===== config.mk =====
export PLATFORM = sky130hd
export DESIGN_NAME = kernel_out_unpacker
export DESIGN_NICKNAME = d
export VERILOG_FILES = /design/src/rtl/kernel_pkg.sv /design/src/rtl/kernel_sfifo.sv /design/src/rtl/kernel_out_unpacker.sv
export SDC_FILE = /design/constraint.sdc
export NUM_CORES = 1
export LEC_CHECK = 0
export CAP_MARGIN = 5
export CORE_MARGIN = 10
export CORE_UTILIZATION = 38
export CTS_BUF_LIST = sky130_fd_sc_hd__clkbuf_16
export DETAILED_ROUTE_END_ITERATION = 7
export PLACE_DENSITY_LB_ADDON = 0.1
export SYNTH_ARGS = -nofsm -noshare
export SYNTH_HDL_FRONTEND = slang
export SYNTH_SLANG_ARGS = --single-unit
export TNS_END_PERCENT = 5

===== constraint.sdc =====
create_clock -name clk -period 23.6 [get_ports clk]
set_clock_uncertainty 0.05 [all_clocks]
set_input_delay 4.72 -clock clk [delete_from_list [all_inputs] [get_ports clk]]
set_output_delay 4.72 -clock clk [all_outputs]
set_load 0.02 [all_outputs]

===== src/rtl/kernel_pkg.sv =====
// Shared constants and serialiser state type for the NTT kernel output path.
// Latency: n/a (declarations only).
// Backpressure: n/a.
package kernel_pkg;

    localparam int DATA_WIDTH = 128;
    localparam int COEF_WIDTH = 64;
    localparam int N_COEF     = 256;

    // Serialiser position: nothing buffered, low half next, high half next.
    typedef enum logic [1:0] {
        SER_IDLE = 2'd0,
        SER_LO   = 2'd1,
        SER_HI   = 2'd2
    } ser_state_t;

endpackage


===== src/rtl/kernel_sfifo.sv =====
// Small synchronous FIFO, register storage, read data taken from the head entry.
// Latency: an entry written at edge t is visible on rd_dat during cycle t+1.
// Backpressure: push ignored when full, pop ignored when empty; full/empty from registered count.
module kernel_sfifo #(
    parameter int pWIDTH = 129,
    parameter int pDEPTH = 4
) (
    input  logic                       clk,
    input  logic                       rst,
    input  logic                       push,
    input  logic [pWIDTH-1:0]          wr_dat,
    input  logic                       pop,
    output logic [pWIDTH-1:0]          rd_dat,
    output logic                       full,
    output logic                       empty,
    output logic [$clog2(pDEPTH):0]    count
);

    localparam int AW = $clog2(pDEPTH);

    logic [pWIDTH-1:0] mem [pDEPTH];
    logic [AW-1:0]     wr_ptr;
    logic [AW-1:0]     rd_ptr;
    logic              do_push;
    logic              do_pop;

    assign full    = (count == (AW+1)'(pDEPTH));
    assign empty   = (count == '0);
    assign do_push = push && !full;
    assign do_pop  = pop && !empty;
    assign rd_dat  = mem[rd_ptr];

    // Storage write; cleared on reset so the head reads as zero when idle.
    always_ff @(posedge clk or posedge rst) begin
        if (rst) begin
            for (int i = 0; i < pDEPTH; i++) begin
                mem[i] <= '0;
            end
        end else if (do_push) begin
            mem[wr_ptr] <= wr_dat;
        end
    end

    // Pointers wrap naturally because the depth is a power of two.
    always_ff @(posedge clk or posedge rst) begin
        if (rst) begin
            wr_ptr <= '0;
            rd_ptr <= '0;
        end else begin
            if (do_push) wr_ptr <= wr_ptr + AW'(1);
            if (do_pop)  rd_ptr <= rd_ptr + AW'(1);
        end
    end

    // Occupancy; simultaneous push and pop leaves it unchanged.
    always_ff @(posedge clk or posedge rst) begin
        if (rst) begin
            count <= '0;
        end else begin
            case ({do_push, do_pop})
                2'b10:   count <= count + (AW+1)'(1);
                2'b01:   count <= count - (AW+1)'(1);
                default: count <= count;
            endcase
        end
    end

endmodule


===== src/rtl/kernel_out_unpacker.sv =====
// Buffers 128-bit two-coefficient kernel beats and emits them as 64-bit coefficients, low half first, with length checking.
// Latency: 1 cycle minimum from input push to first output coefficient (no fall-through).
// Backpressure: sw_rdy low while the FIFO is full (no same-cycle bypass); output held stable while out_rdy is low.
module kernel_out_unpacker
    import kernel_pkg::*;
#(
    parameter int pDATA_WIDTH = DATA_WIDTH,
    parameter int pOUT_WIDTH  = COEF_WIDTH,
    parameter int pFIFO_DEPTH = 4,
    parameter int pN_COEF     = N_COEF
) (
    input  logic                        clk,
    input  logic                        rst,
    input  logic                        sw_vld,
    output logic                        sw_rdy,
    input  logic [pDATA_WIDTH-1:0]      sw_dat,
    input  logic                        sw_lst,
    output logic                        out_vld,
    input  logic                        out_rdy,
    output logic [pOUT_WIDTH-1:0]       out_dat,
    output logic                        out_lst,
    output logic                        err_len,
    input  logic                        clr_err,
    output logic [$clog2(pN_COEF)-1:0]  coef_cnt
);

    localparam int CW   = $clog2(pN_COEF);
    localparam int CNTW = $clog2(pFIFO_DEPTH) + 1;
    localparam logic [CW-1:0] LAST_IDX = CW'(pN_COEF - 1);

    logic [pDATA_WIDTH:0] fifo_rd;
    logic                 fifo_full;
    logic                 fifo_empty;
    logic [CNTW-1:0]      fifo_cnt;
    logic                 push;
    logic                 pop;
    logic                 hs;
    logic                 sel;
    logic                 len_bad;
    ser_state_t           state;

    // Ready depends only on registered occupancy, and is forced low during reset.
    assign sw_rdy  = !rst && !fifo_full;
    assign push    = sw_vld && sw_rdy;
    assign out_vld = !fifo_empty;
    assign sel     = (state == SER_HI);
    assign hs      = out_vld && out_rdy;
    assign pop     = hs && sel;

    // The low coefficient never carries last; the entry's last flag rides on the high half.
    assign out_dat = !out_vld ? '0 :
                     sel      ? fifo_rd[2*pOUT_WIDTH-1:pOUT_WIDTH] :
                                fifo_rd[pOUT_WIDTH-1:0];
    assign out_lst = out_vld && sel && fifo_rd[pDATA_WIDTH];

    // A last marker off the final index, or reaching the final index without one, is a length fault.
    assign len_bad = hs && (out_lst ? (coef_cnt != LAST_IDX) : (coef_cnt == LAST_IDX));

    kernel_sfifo #(
        .pWIDTH (pDATA_WIDTH + 1),
        .pDEPTH (pFIFO_DEPTH)
    ) u_fifo (
        .clk    (clk),
        .rst    (rst),
        .push   (push),
        .wr_dat ({sw_lst, sw_dat}),
        .pop    (pop),
        .rd_dat (fifo_rd),
        .full   (fifo_full),
        .empty  (fifo_empty),
        .count  (fifo_cnt)
    );

    // Serialiser: walks low then high half of the head entry, idling when nothing is buffered.
    always_ff @(posedge clk or posedge rst) begin
        if (rst) begin
            state <= SER_IDLE;
        end else begin
            case (state)
                SER_IDLE: if (push) state <= SER_LO;
                SER_LO:   if (hs)   state <= SER_HI;
                SER_HI: begin
                    if (hs) begin
                        // After this pop something remains if more than one entry was held or one arrives now.
                        if ((fifo_cnt > CNTW'(1)) || push) state <= SER_LO;
                        else                               state <= SER_IDLE;
                    end
                end
                default: state <= SER_IDLE;
            endcase
        end
    end

    // Coefficient index within the polynomial; restarts after last or after a missing last.
    always_ff @(posedge clk or posedge rst) begin
        if (rst) begin
            coef_cnt <= '0;
        end else if (hs) begin
            if (out_lst || (coef_cnt == LAST_IDX)) coef_cnt <= '0;
            else                                   coef_cnt <= coef_cnt + CW'(1);
        end
    end

    // Sticky length error; a new fault outranks a clear in the same cycle.
    always_ff @(posedge clk or posedge rst) begin
        if (rst) begin
            err_len <= 1'b0;
        end else if (len_bad) begin
            err_len <= 1'b1;
        end else if (clr_err) begin
            err_len <= 1'b0;
        end
    end

endmodule

# Word level (Yosys, flattened, before mapping)

Cells that the tools add are included.

$add $sub $neg: 5
$lt $le $gt $ge: 4
Equality and inequality tests: 10
Muxes and demuxes: 18
Bitwise operators: 2
Reductions and logical operators: 20

Operator list:

| kind                                                                 | number |
|---|---|
| 516-bit bitwise mux                                                  | 1 |
| 129-bit two-way mux                                                  | 3 |
| 129-bit binary-select mux with 2-bit select                          | 1 |
| 129-bit demux with 2-bit select                                      | 1 |
| 64-bit two-way mux                                                   | 2 |
| 1-bit logical AND                                                    | 10 |
| 8-bit by 1-bit adder with 8-bit output, second input constant        | 1 |
| 8-bit == test, second input constant                                 | 1 |
| 8-bit two-way mux                                                    | 1 |
| 8-bit inequality test, second input constant                         | 1 |
| 3-bit greater-or-equal comparator, second input constant             | 2 |
| 2-bit two-way mux                                                    | 3 |
| 2-bit inequality test, second input constant                         | 3 |
| 2-bit inverter with 3-bit output                                     | 2 |
| 2-bit one-hot mux with 3 select lines                                | 1 |
| 3-bit one-hot mux with 2 select lines                                | 1 |
| 2-bit by 1-bit adder with 2-bit output, second input constant        | 2 |
| 2-bit by 1-bit == test with 1-bit output, second input constant      | 2 |
| 2-bit == test, second input constant                                 | 2 |
| 1-bit two-way mux                                                    | 4 |
| 2-bit nonzero test                                                   | 2 |
| 3-bit by 1-bit adder with 3-bit output, second input constant        | 1 |
| 3-bit == test, second input constant                                 | 1 |
| 3-bit by 1-bit > comparator with 1-bit output, second input constant | 1 |
| 7 further kinds                                                      | 10 |

Flip-flop bits (word level): 534
Input bits: 134
Output and inout port bits: 76

# Logic depth before layout (Yosys ltp)

Gate-level depths: netlist of run 1.

Word-level depth: 8
Gate-level depth with buffers: 11
Mapped depth without buffers: 10

# By module

From an unflattened synthesis of run 1, not the netlist that was laid out.

Cells, all modules: 1571
Area total of the unflattened synthesis: 24328.3 um2

By module, submodules not included:

| module              | times used | cells each | area an instance (um2) | seq. area each (um2) |
|---|---|---|---|---|
| kernel_sfifo        | 1          | 1288       | 22813.1                | 13087.6 |
| kernel_out_unpacker | 1          | 283        | 1515.2                 | 275.3 |

# Least setup slack after synthesis of run 1

Ideal clock, no wire load.

Path type: input to output
Start point: input rst
End point: output sw_rdy
Data arrival time: 4.945 ns
Required time: 18.830 ns
Slack: 13.885 ns
Cell stages on the path: 1
Cell sequence: a21oi_2

Cells in the longest elaborated chain, start to end: 2

Ends and longest elaborated chain:

| item                               | RTL line                  | source |
|---|---|---|
| start: declaration                 | kernel_out_unpacker.sv:13 | `input logic rst,` |
| 1-bit logical NOT (no source line) | -                         |  |
| 1-bit logical AND                  | kernel_out_unpacker.sv:43 | `assign sw_rdy = !rst && !fifo_full;` |
| end: declaration                   | kernel_out_unpacker.sv:15 | `output logic sw_rdy,` |

Every way passes these cells.

# Worst setup path after layout of run 1

Ends and elaborated chain as after synthesis.

==> results of run 1 <==
[layer usage]
| layer | routed length [um] | global-route usage, % | share of wire [%] |
|---|---|---|---|
| met1 | 27500 | 21.0 | 45 |
| met2 | 30300 | 26.3 | 49 |
| met4 | 1100 | 3.88 | 1.8 |
| met5 | 64 | 0 | 0.10 |
| met3 | 2420 | 2.88 | 4.0 |
[cell families after synthesis]
logic type	after synthesis	synth area share, %
mux	648	40.3
buf+inv	111	3.44
simple gates	46	0.958
xor+xnor	9	0.306
fa+ha+maj	11	0.535
flops	534	51.9
compound gates	79	2.54
[layout make-up]
class	count	area, um2	share of cell area [%]
Tap cell	873	1090	3.62
Clock buffer	61	1530	5.06
Sequential cell	534	13400	44.3
Antenna cell	1	2.50	0.00829
Clock inverter	47	357	1.18
Timing Repair Buffer	230	2260	7.50
Inverter	10	45.0	0.149
Multi-Input combinational cell	793	11500	38.2
[through the flow]
step / total power (uW) / hold WS (ns)
6_report: 4670 / 0.449
2_1_floorplan: 3160 / 0.424
4_1_cts: 4750 / 0.453
5_1_grt: 4940 / 0.464
3_3_place_gp: 3770 / 0.432
3_5_place_dp: 3800 / 0.438
[worst max-delay path by stage]
stage,from,endpoint,slack (ns),cells after the start
after floorplan,rst,coef_cnt[0]$_DFFE_PP0N_,3.91,1
after global placement,rst,sw_rdy,12.75,3
after detailed placement,rst,sw_rdy,12.78,3
after CTS,rst,sw_rdy,12.77,3
after global routing,rst,sw_rdy,12.75,3
final,rst,sw_rdy,12.78,3
[worst max-delay path: stages]
cell             delay [ns]
clkdlybuf4s50_1        0.53
a21oi_2                0.17
clkdlybuf4s50_1        0.63
[report_power, final]
part	total [uW]	switching (uW)	internal (uW)
Combinational	2110	816	1300
Clock	906	378	528
Sequential	1660	279	1380
[flip-flops by register name, indices dropped and copies added, names as in the netlist]
name           cells
u_fifo.mem       516
coef_cnt           8
u_fifo.count       3
state              2
u_fifo.rd_ptr      2
u_fifo.wr_ptr      2
err_len            1
[placed cells by master, fill, tap and decap left out, drive strengths merged, types with 3 or more instances in the layout]
| cell | count |
|---|---|
| nand2 | 15 |
| bufinv | 6 |
| nor2 | 11 |
| nand2b | 3 |
| o21ai | 8 |
| xnor2 | 7 |
| dfrtp | 534 |
| mux4 | 128 |
| nand3 | 5 |
| inv | 27 |
| a22o | 64 |
| mux2 | 518 |
| clkbuf | 61 |
| clkdlybuf4s50 | 209 |
| clkinv | 23 |
| nor3 | 3 |
| ha | 11 |
| buf | 21 |
[cells in the mapped netlist]
library cell  number
a211oi_1           1
a21oi_1            1
a21oi_2            1
a22o_1            64
and2_1             1
and2_2             1
and3_1             1
buf_1              2
buf_2             29
buf_4              4
buf_6             54
buf_8              1
clkbuf_1          10
clkbuf_2           1
dfrtp_1          534
ha_1              11
inv_1             10
mux2_2            85
mux2_4           433
mux2i_1            2
mux4_2           128
nand2_1           11
nand2_4            4
nand2b_1           3
nand3_1            5
nand4_1            1
nor2_1            10
nor2_2             1
nor2b_1            2
nor3_1             3
nor4_1             2
o21ai_0            8
o2bb2ai_1          2
o31ai_1            2
or3_1              1
xnor2_1            7
xor2_1             2
==> results by group, run 1 <==
Setup path
  • Reg-to-reg slack, setup: 20.07 ns
  • CP Class: primary input to primary output
  • CP Data Arrival Time: 6.05 ns
  • Crit. End Element: primary output
  • Reg-to-reg critical path startpoint: u_fifo.count[0]$_DFFE_PP0P_
  • Crit Path Max Fanout: 2
  • Crit path required time: 18.83 ns
  • R2R depth: 10
  • Reg2reg end: coef_cnt[4]$_DFFE_PP0N_
  • Worst setup SP type: primary input

Finish
  • Area growth, synth to finish: 17.3%
  • Final net count: 1774
  • FILL cells: 5763
  • Cell area after layout: 30200 um2
  • Util after Layout: 44.9%
  • Layout cell share with drive strength beyond 1: 45.1%
  • Final Non-Filler Cells: 2549

Power and ir drop
  • Peak supply drop: 0.0000886 V
  • Leakage: 0.0142 uW
  • Power per Cell Area: 155 nW/um2

Yosys
  • Area leader, netlist: dfrtp_1
  • Yosys cell types: 37
  • Syn nets: 1583
  • Post-synth top area share: 51.9%
  • YS warnings: 0
  • Post-Syn Instances: 1438
  • Avg Inst Size Synth: 17.9 um2
  • Top cells by area, synth: dfrtp_1 52%, mux2_4 25%, mux4_2 11%
  • Cell Area, Synth: 25700 um2
  • Post-synthesis sequential area ratio: 51.9%
  • #FFs+latches synth: 534

Clock tree
  • Hold Buf Count CTS: 0
  • Post-CTS sizing: 0
  • Htree depth: 2
  • TritonCTS Sinks: 534
  • Clock Path Buffers: 3
  • CTS root buf: clkbuf_16
  • Postcts setup bufs: 0
  • Worst-skew pair later-pin latency: 0.61 ns
  • CTS tree: built
  • CTS clk-pin slew, worst paths: 0.06 ns
  • CTS buffer count: 60

Run status
  • Status: complete, no violations

Routing
  • Routed WL: 61.3 mm
  • DR vias/cell: 5.20
  • Post-route ant nets: 0
  • WL/cell: 24.1 um
  • Iter 0 DRT Violations: 653
  • DR pass1 iterations: 4
  • DRC violations left: 0
  • Total number of vias: 13300

Placed design
  • DP Cell Count: 2440
  • PortBufs: 209
  • Placed cell area: 28300 um2
  • Detailed placement HPWL: 35.7 mm
  • GPL Wtd Cong: 0.720
  • Dpl ws: 12.78 ns

Floorplanning
  • Core area: 67200 um2
  • Site Rows: 95
  • Die height: 280 um
  • Full die area: 78500 um2
  • Die width: 280 um
  • Initial cell density of the core: 38.3%
  • Number of top-level pins: 210

GRT
  • Tot GR Track Use: 15.8%
  • Largest net degree at the start of global routing: 121
  • Grt ovf: 0
  • Vias in the first global route: 15400
  • Global-route wire length before repair: 96.8 mm
  • Initial antenna violation count: 6

STA
  • Final worst slack: 12.78 ns
  • Slew margin rel.: 29.0%
  • Period minus WS final: 10.82 ns
  • Setup Total Neg Slack: 0 ns
  • Final max-slew violation count: 0
  • Fmax: 0.0925 GHz
  • Hold Fails Final Rpt: 0
  • Worst slew pin tran: 1.06 ns
  • RSZ-0062 raised after global routing: no
  • Setup-failing EPs final: 0
  • Final period utilization: 45.8%

Worst hold path
  • Hold Path Class: flop to flop
  • Hold Path Sink: u_fifo.mem[257]$_DFFE_PP0P_
  • Worst Hold Depth: 1
  • Min-delay src: u_fifo.mem[257]$_DFFE_PP0P_

Job
  • Max Cap Viol: 0
Note: power is estimated with default switching activity, not from simulation.
==> run 2, diff against run 1 <==
clock period = 11.1 ns   (was 23.6 ns; I/O delays follow)
==> run 2 against run 1 <==
  * Critical path depth up 4
  * Non-clock buffer count shrank 3
  * Critical endpoint is now out_dat[5]
  * Via count is 0.17% higher
  * Highest routed layer unchanged
  * Register-to-register slack worse by 13 ns
  * Die area did not move
  * Clock-buffer cell count is 1 lower
  * Critical path type is now flop to primary output
  * Sequential cell count unchanged
  * Sequential power up 110%
  * Worst setup slack lost 8.1 ns
  * Largest cell class unchanged
  * Core utilization fell by 0.056 points
==> results by group, run 2 (synthesized netlist as in run 1, its figures left out) <==
GRT
  • Vias in the first global route: 15100 (-1.5%)
  • Largest net degree at the start of global routing: 176 (+45%)
  • Initial antenna violation count: 7 (+1)
  • Global-route wire length before repair: 97.0 mm (+0.23%)
  • Tot GR Track Use: 15.9% (+0.13 points)
  • Grt ovf: 0 (unchanged)

Clock tree
  • CTS buffer count: 59 (-1.7%)
  • Worst-skew pair later-pin latency: 0.60 ns (about the same)
  • Hold Buf Count CTS: 0 (unchanged)
  • CTS root buf: clkbuf_16
  • CTS tree: built
  • Postcts setup bufs: 0 (unchanged)
  • CTS clk-pin slew, worst paths: 0.06 ns (about the same)
  • TritonCTS Sinks: 534 (unchanged)
  • Post-CTS sizing: 0 (unchanged)
  • Clock Path Buffers: 3 (unchanged)
  • Htree depth: 2 (unchanged)

Power and ir drop
  • Leakage: 0.0141 uW (-0.30%)
  • Peak supply drop: 0.000178 V (+100%)
  • Power per Cell Area: 329 nW/um2 (+110%)

Worst hold path
  • Hold Path Class: flop to flop

STA
  • Final max-slew violation count: 0 (unchanged)
  • Slew margin rel.: 30.0% (+0.99 points)
  • Period minus WS final: 6.45 ns
  • Setup-failing EPs final: 0 (unchanged)
  • RSZ-0062 raised after global routing: no
  • Final period utilization: 58.1%
  • Worst hold slack: 0.450 ns (+0.000691 ns)
  • Hold Fails Final Rpt: 0 (unchanged)
  • Worst slew pin tran: 1.05 ns (-0.0149 ns)
  • Fmax: 0.155 GHz
  • Setup Total Neg Slack: 0 ns (unchanged)

Setup path
  • Crit Path Max Fanout: 42 (+40)
  • Worst setup SP type: flop
  • CP Class: flop to primary output
  • Crit. End Element: primary output
  • CP Data Arrival Time: 4.18 ns (-1.87 ns)
  • Crit path required time: 8.83 ns (-10.00 ns)

Placed design
  • DP Cell Count: 2437 (-0.12%)
  • Detailed placement HPWL: 35.6 mm (-0.30%)
  • GPL Wtd Cong: 0.713 (-0.93%)
  • PortBufs: 209 (unchanged)

Floorplanning
  • Die height: 280 um (unchanged)
  • Site Rows: 95 (unchanged)
  • Die width: 280 um (unchanged)
  • Number of top-level pins: 210 (unchanged)
  • Full die area: 78500 um2 (unchanged)
  • Core area: 67200 um2 (unchanged)
  • Initial cell density of the core: 38.3% (unchanged)

Finish
  • Biggest regs: u_fifo.mem (516), coef_cnt (8), u_fifo.count (3)
  • Largest register FFs: 516 (unchanged)
  • Layout cell share with drive strength beyond 1: 45.2% (+0.10 points)
  • Final net count: 1770 (-0.23%)
  • Most flops, register: u_fifo.mem
  • FILL cells: 5829 (+1.1%)
  • Final Non-Filler Cells: 2546 (-0.12%)
  • Area growth, synth to finish: 17.2%
  • Commonest non-fill, non-tap cells in the layout: 532 x dfrtp_1, 433 x mux2_4, 209 x clkdlybuf4s50_1, 128 x mux4_2, 85 x mux2_2
  • Leading cell type in the layout, fill and taps excluded: dfrtp_1

Job
  • Max Cap Viol: 0 (unchanged)

Routing
  • DR vias/cell: 5.22 (+0.29%)
  • Iter 0 DRT Violations: 791 (+21%)
  • Post-route ant nets: 0 (unchanged)
  • DRC violations left: 0 (unchanged)
  • Total number of vias: 13300 (+0.17%)
  • Routed WL: 61.8 mm (+0.84%)
  • DR pass1 iterations: 6 (+2)
  • WL/cell: 24.3 um (+0.96%)

Run status
  • Status: complete, no violations
run 2: changes by cell type in the layout (fill, tap and decap cells not counted), moves of 2 or more:
cell,change
buf_12,+2
diode_2,+3
clkinv_2,+3
buf_4,-5
clkinvlp_4,+2
clkinv_1,-2
inv_1,-3
run 2: area by class of cell:
| class | count | area [um2] | area share (%) |
|---|---|---|---|
| diodes | 4 | 10.0 | 0.0332 |
| clock buffers | 60 | 1500 | 4.98 |
| clock inverters | 45 | 338 | 1.12 |
| inverters | 10 | 41.3 | 0.137 |
| multi-input cells | 793 | 11500 | 38.2 |
| flip-flops and latches | 534 | 13400 | 44.4 |
| well taps | 873 | 1090 | 3.62 |
| repair buffers | 227 | 2260 | 7.51 |
run 2: per-layer routing:
metal / routed length, um / share of wire, % / up-vias / GRT usage [%]
met5: 65 / 0.11 / - / 0
met3: 2480 / 4.0 / 86 / 2.81
met1: 27600 / 45 / 7200 / 21.2
li1: - / - / 5763 / -
met2: 30500 / 49 / 223 / 26.4
met4: 1160 / 1.9 / 10 / 3.96
run 2: power breakdown:
part | internal [uW] | switching, uW
Clock | 1090 | 809
Combinational | 2750 | 1710
Sequential | 2930 | 629
Total | 6770 | 3140
run 2: worst max-delay path: stages (launching register included):
cell	delay, ns
dfrtp_1	0.41
inv_1	0.10
ha_1	0.23
nor2b_1	0.26
nor2_4	0.84
buf_4	0.74
a22o_1	0.33
clkdlybuf4s50_1	0.64
run 2: path summary, 6_finish.rpt:
kind / start / endpoint / slack, ns / depth (start not counted)
setup reg to reg: u_fifo.count[0]$_DFFE_PP0P_ / u_fifo.mem[81]$_DFFE_PP0P_ / 7.28 / 8
hold / removal: u_fifo.mem[311]$_DFFE_PP0P_ / u_fifo.mem[311]$_DFFE_PP0P_ / 0.45 / 1
hold reg to reg: u_fifo.mem[311]$_DFFE_PP0P_ / u_fifo.mem[311]$_DFFE_PP0P_ / 0.45 / 1
max in group asynchronous: rst / u_fifo.mem[46]$_DFFE_PP0P_ / 6.82 / 4
setup / recovery: u_fifo.count[0]$_DFFE_PP0P_ / out_dat[5] / 4.65 / 7
min in group asynchronous: rst / u_fifo.mem[0]$_DFFE_PP0P_ / 2.00 / 2
run 2: per-stage QoR:
| step | total power, uW | setup slack [ns] | util [%] | cell area [um2] |
|---|---|---|---|---|
| 2_1_floorplan | 6720 | 1.57 | - | 25700 |
| 5_1_grt | 10500 | 4.49 | 44.9 | 30100 |
| 3_5_place_dp | 8100 | 5.15 | 42.1 | 28300 |
| 6_report | 9910 | 4.65 | 44.9 | 30100 |
| 4_1_cts | 10100 | 4.56 | 44.9 | 30100 |
| 3_3_place_gp | 8030 | 5.16 | 42.1 | 28300 |
